$ cat src/rtl/ula.sv
// ula: registered ALU with one-cycle latency and a registered Zero flag.
// Define ULA_OVERFLOW_EN to add a registered signed-overflow output for ADD/SUB.
module ula #(
    parameter int WIDTH = 32
) (
    input  logic             clk,
    input  logic             rst,
    input  logic [3:0]       ALUControl,
    input  logic [WIDTH-1:0] A,
    input  logic [WIDTH-1:0] B,
    output logic [WIDTH-1:0] ALUResult,
    output logic             Zero
`ifdef ULA_OVERFLOW_EN
    ,
    output logic             Overflow
`endif
);
    localparam logic [3:0] OP_SUB = 4'b0000, OP_ADD = 4'b0001, OP_AND = 4'b0010,
                           OP_OR  = 4'b0011, OP_XOR = 4'b0100, OP_SLT = 4'b0101,
                           OP_SLL = 4'b0110, OP_SRL = 4'b0111, OP_SLTU = 4'b1000,
                           OP_SRA = 4'b1001;
    logic [WIDTH-1:0] sum, diff, res;
    logic [4:0]       shamt;
    assign sum   = A + B;
    assign diff  = A - B;
    assign shamt = B[4:0];
    always_comb begin
        res = '0;
        case (ALUControl)
            OP_SUB:  res = diff;
            OP_ADD:  res = sum;
            OP_AND:  res = A & B;
            OP_OR:   res = A | B;
            OP_XOR:  res = A ^ B;
            OP_SLT:  res = WIDTH'($signed(A) < $signed(B));
            OP_SLL:  res = A << shamt;
            OP_SRL:  res = A >> shamt;
            OP_SLTU: res = WIDTH'(A < B);
            OP_SRA:  res = WIDTH'($signed(A) >>> shamt);
            default: res = '0;
        endcase
    end
`ifdef ULA_OVERFLOW_EN
    // Overflow when the operands (B inverted for SUB) agree in sign but the result does not.
    logic ovf;
    assign ovf = (ALUControl == OP_ADD) ? (A[WIDTH-1] == B[WIDTH-1]) && (sum[WIDTH-1] != A[WIDTH-1]) :
                 (ALUControl == OP_SUB) ? (A[WIDTH-1] != B[WIDTH-1]) && (diff[WIDTH-1] != A[WIDTH-1]) :
                 1'b0;
`endif
    always_ff @(posedge clk) begin
        if (rst) begin
            ALUResult <= '0;
            Zero      <= 1'b1;
`ifdef ULA_OVERFLOW_EN
            Overflow  <= 1'b0;
`endif
        end else begin
            ALUResult <= res;
            Zero      <= (res == '0);
`ifdef ULA_OVERFLOW_EN
            Overflow  <= ovf;
`endif
        end
    end
endmodule

$ cat config.mk
export PLATFORM = sky130hd
export DESIGN_NAME = ula
export DESIGN_NICKNAME = d
export VERILOG_FILES = /design/src/rtl/ula.sv
export SDC_FILE = /design/constraint.sdc
export NUM_CORES = 1
export LEC_CHECK = 0
export BUFFER_PORTS_ARGS = -buffer_cell sky130_fd_sc_hd__buf_4
export CORE_ASPECT_RATIO = 1.75
export CORE_MARGIN = 1.5
export CORE_UTILIZATION = 30
export CTS_BUF_LIST = sky130_fd_sc_hd__clkbuf_16
export CTS_CLUSTER_DIAMETER = 100
export DETAILED_ROUTE_END_ITERATION = 7
export PLACE_DENSITY_LB_ADDON = 0.1
export SLEW_MARGIN = 20
export SYNTH_ARGS = -nofsm -noshare
export SYNTH_HDL_FRONTEND = slang
export SYNTH_SLANG_ARGS = --single-unit
$ cat constraint.sdc
create_clock -name clk -period 4.94 [get_ports clk]
set_clock_uncertainty 0.2 [all_clocks]
set_input_delay 0.988 -clock clk [delete_from_list [all_inputs] [get_ports clk]]
set_output_delay 0.988 -clock clk [all_outputs]
set_load 0.005 [all_outputs]
======== Yosys cells after proc, flatten, opt, wreduce, memory -nomap -nowiden ========
Cells that the tools add are included.
cells by class
  divide/modulo/power cells ............... 0
  $lt $le $gt $ge ......................... 2
  shift-type cells ........................ 3
  equal/unequal tests ..................... 9
  reductions and logical operators ........ 2
  bitwise logic cells ..................... 3
  add/subtract/negate cells ............... 2
  mux-type cells .......................... 1
  $mul .................................... 0
operator list
  kind                                                 number
  case mux 32 bit (10 select lines)                    1
  less-than comparator 32 bit                          2
  adder 32 bit                                         1
  bitwise AND 32 bit                                   1
  zero test 32 bit                                     1
  bitwise OR 32 bit                                    1
  << shifter 32 x 5 -> 32 bit                          1
  >> shifter 32 x 5 -> 32 bit                          1
  >>> shifter 32 x 5 -> 32 bit                         1
  subtractor 32 bit                                    1
  bitwise XOR 32 bit                                   1
  equality test 4 x 3 -> 1 bit, second input constant  4
  equality test 4 x 2 -> 1 bit, second input constant  2
  equality test 4 bit, second input constant           2
  equality test 4 x 1 -> 1 bit, second input constant  1
  zero test 4 bit                                      1
storage, ports and cells
  output and inout port bits .............. 33
  bits in latches ......................... 0
  register bits ........................... 33
  input port bits ......................... 70
  memory bits (writable) .................. 0
  logic and storage cells ................. 24
  bits in read-only memories .............. 0
  memories kept ........................... 0

======== Depth between registers and ports, before layout ========
  depth after elaboration ................. 3
  gate-level depth with buffers ........... 17
  mapped depth without buffers ............ 15

======== Worst setup path before layout ========
No wires, ideal clock.
  path kind ............................... in2reg
  from .................................... input B[3]
  to ...................................... register Zero
  data arrival time ....................... 4715 ps
  path slack .............................. -33 ps
  buffers on the path ..................... 4
  library setup time ...................... 57 ps
  cell stages on the path ................. 17
  path through ............................ buf_2 inv_2 buf_1 clkbuf_1 ha_1 clkbuf_1 nor2_1 a221o_1 o21ai_1 and4bb_2 o21bai_2 a221o_1 a2111o_1 nor4b_1 nand4_1 nor4_1 a21o_1
between the ends
  word-level cells in the longest chain between the ends .. 3
  elaborated cells between the ends (all ways) .. 12
  classes of those cells .................. add/sub (2); order compare (2); shift (3); mux (1); bitwise (3); reduce/logical (1)
RTL lines
  item                                  line  text
  from (decl)                           10    input logic [WIDTH-1:0] B,
  adder 32 bit (tied with other cells)  24    assign sum = A + B;
  case mux 32 bit (10 select lines) *   29    case (ALUControl)
  zero test 32 bit *                    59    Zero <= (res == '0);
  to (signal assigned)                  59
  to (decl)                             12    output logic Zero
Every way passes the cells marked *; elsewhere a longest branch is shown, timed or not.
A chain may end at the register's enable or synchronous reset.

======== Worst setup path in the final report ========
  from .................................... input A[10]
  to ...................................... register Zero
between the ends
  word-level cells in the longest chain between the ends .. 3
  elaborated cells between the ends (all ways) .. 12
  classes of those cells .................. add/sub (2); order compare (2); shift (3); mux (1); bitwise (3); reduce/logical (1)
RTL lines
  item                                  line  text
  from (decl)                           9     input logic [WIDTH-1:0] A,
  adder 32 bit (tied with other cells)  24
  case mux 32 bit (10 select lines) *   29
  zero test 32 bit *                    59
Marked as above.

==> impl_metrics.json <==
{
  "critPathRequiredTime_ns": 4.97,
  "place.gp.congestion": 1.00,
  "firstDrtPassIters": 6,
  "htree_levels": 2,
  "syn-num-nets": 1706,
  "seq_area_frac_synth": 0.0588,
  "vias": 14070,
  "finalMaxSlewViolations": 0,
  "synth_top_cell_by_area": "ha_1",
  "m1WireLength_um": 23500,
  "path_common_cell": "buf_4",
  "post_drt_wl_per_cell_um": 29.3,
  "ys_top_cells_by_area": "ha_1 (11%), mux4_2 (8.8%), mux2i_1 (6.4%), dfxtp_1 (5.9%), a21oi_1 (5.0%)",
  "drive_above_1_share": 0.273,
  "synth_top_flop_cell": "dfxtp_1",
  "ir_drop_v": 0.0000764,
  "viasPerCell": 6.28,
  "crit_path_start_kind": "input port",
  "cts_buffers": 5,
  "yosysUniqueCellTypes": 96,
  "max_freq_mhz": 209,
  "drc": 0,
  "rsz0062_at_grt": "false",
  "final_cell_mix": "buf_4 (348), nor2_1 (129), a21oi_1 (111)",
  "yosys_warnings": 0,
  "hold_buffers": 0,
  "dr.max_layer_used": "met4",
  "grt_overflow": 0,
  "post-cts-setup-buffers": 0,
  "cts_root_buffer": "clkbuf_16",
  "holdCritPathClass": "in2reg",
  "port_buffers": 102,
  "wl_um": 65500,
  "core_mm2": 0.0369,
  "path_cells": "buf_4 -> inv_1 -> ha_1 -> or4_4 -> or3_4 -> a211oi_2 -> nor3_2 -> buf_4 -> o211a_1 -> a21oi_2 -> o2111ai_1 -> nor4_4 -> nand4_1 -> nor4_1 -> a21o_1",
  "dr_wl_met2_um": 33100,
  "syn_to_final_growth_pct": 26.2,
  "dieHeight_um": 259,
  "cts_tree": "built",
  "ioPinCount": 103,
  "setup-violations-final": 0,
  "critical_path_class": "in2reg",
  "syn_inst": 1537,
  "dieArea_mm2": 0.0387,
  "slowest_stage": "or4_4",
  "synth_edf_count": 0,
  "ys_seq_elements": 33,
  "cp-end-kind": "register",
  "hpwl_um": 54700,
  "grt_pass1_wl_um": 94600,
  "gr-usage-all-layers": 0.334,
  "critPathMaxStageDelay_ns": 0.60,
  "hold_viol": 0,
  "finalCriticalPeriod_ns": 4.79,
  "p_total_mw": 2.18,
  "async_flop_share": 0,
  "final_common_cell": "buf_4",
  "ant_nets": 0,
  "antenna_found_initial": 0,
  "worstMarginPinSlew_ns": 0.920,
  "drtIter0Drc": 1289,
  "pwr_density_cell_mw_per_mm2": 153,
  "clk_pin_slew_ns": 0.05,
  "rows": 93,
  "die_w_um": 149,
  "worst_ep_arrival_time_ns": 4.82,
  "num_antenna_cells": 0,
  "dr_wl_met3_um": 3020,
  "status": "finished, final reports clean",
  "tns_ns": 0,
  "worstPathMaxFanout": 5,
  "final_nets": 1933,
  "grt_max_degree": 29,
  "drv_cap": 0,
  "relSlewSlack": 0.378,
  "grt_pass1_vias": 14065,
  "syn_avg_cell_area_um2": 7.32,
  "p_leak_nw": 6.15,
  "clock_sinks": 33,
  "cts_buffer_depth": 2,
  "start_util": 0.305,
  "period_share": 0.970,
  "synth_top_area_frac": 0.108,
  "netlist_area_mm2": 0.0112
}
-- cells by family (layout without fill, tap and decap cells) --
family | after synthesis | after routing | share of synthesized area
AO/OA/AOI/OAI | 526 | 526 | 0.325
multiplexers | 153 | 153 | 0.190
flip-flops | 33 | 33 | 0.0588
AND/OR/NAND/NOR | 473 | 473 | 0.214
XOR/XNOR | 11 | 11 | 0.00857
adder cells (fa/ha/maj) | 99 | 99 | 0.111
buffers and inverters | 242 | 469 | 0.0920
-- worst max-delay path: cells and delay by family --
family	cells	cell delay (ns)
AND/OR/NAND/NOR	6	1.81
AO/OA/AOI/OAI	5	1.28
buffers and inverters	3	0.37
adder cells (fa/ha/maj)	1	0.35
-- sequential cells by signal (all words and copies together) (netlist names) --
signal	count
Zero	1
ALUResult	32
-- power by group --
part / internal (mW) / total, mW / switching (mW)
clock network: 0.180 / 0.285 / 0.106
registers: 0.291 / 0.298 / 0.00608
logic: 0.654 / 1.60 / 0.941
total: 1.13 / 2.18 / 1.05
-- Yosys cell counts, drive strengths merged (15+ instances only) --
cell type,instances
clkbuf,89
a31oi,25
mux4,44
ha,97
nor4,25
buf,48
dfxtp,33
a21oi,112
mux2i,73
and2,20
nand4,15
a221oi,19
o22ai,15
o31ai,22
o211ai,34
a211oi,33
inv,104
nand2,110
nor3,38
nand3,29
nor2b,17
a21o,15
o21ai,84
nor2,130
a22oi,27
mux2,36
-- final cells by class --
class	count	area, um^2
fill	3976	22700
multi-input combinational	1262	9620
timing repair buffer	357	2790
sequential	33	661
tap	475	594
inverter	105	394
clock buffer	5	125
clock inverter	2	7.51
-- stage by stage --
step,setup slack [ns],hold slack (ns),cells,area [um^2],utilization
2_1_floorplan,0.0697,0.857,1537,11200,-
3_3_place_gp,-0.511,1.16,2232,14000,0.380
3_5_place_dp,-0.554,1.16,2232,14000,0.380
4_1_cts,0.101,0.862,2239,14200,0.384
5_1_grt,0.0185,0.880,2239,14200,0.385
6_report,0.148,0.862,2239,14200,0.385
-- routing by layer --
metal  track usage  up-vias
met4         0.248        0
met2         0.600      672
met5             0        -
met3        0.0199      215
met1         0.365     6878
li1              -     6305
-- path summary, 6_finish.rpt --
kind	start	to	slack, ns	depth (start not counted)
worst min-delay path	rst	ALUResult[16]	0.86	2
worst max-delay path	A[10]	Zero	0.15	15
-- what timing repair did --
item,in CTS,in global routing
pin swaps,0,1
gates resized for setup,2,4
endpoints found under the setup margin,1,1
Power figures use the tool's default switching activity.
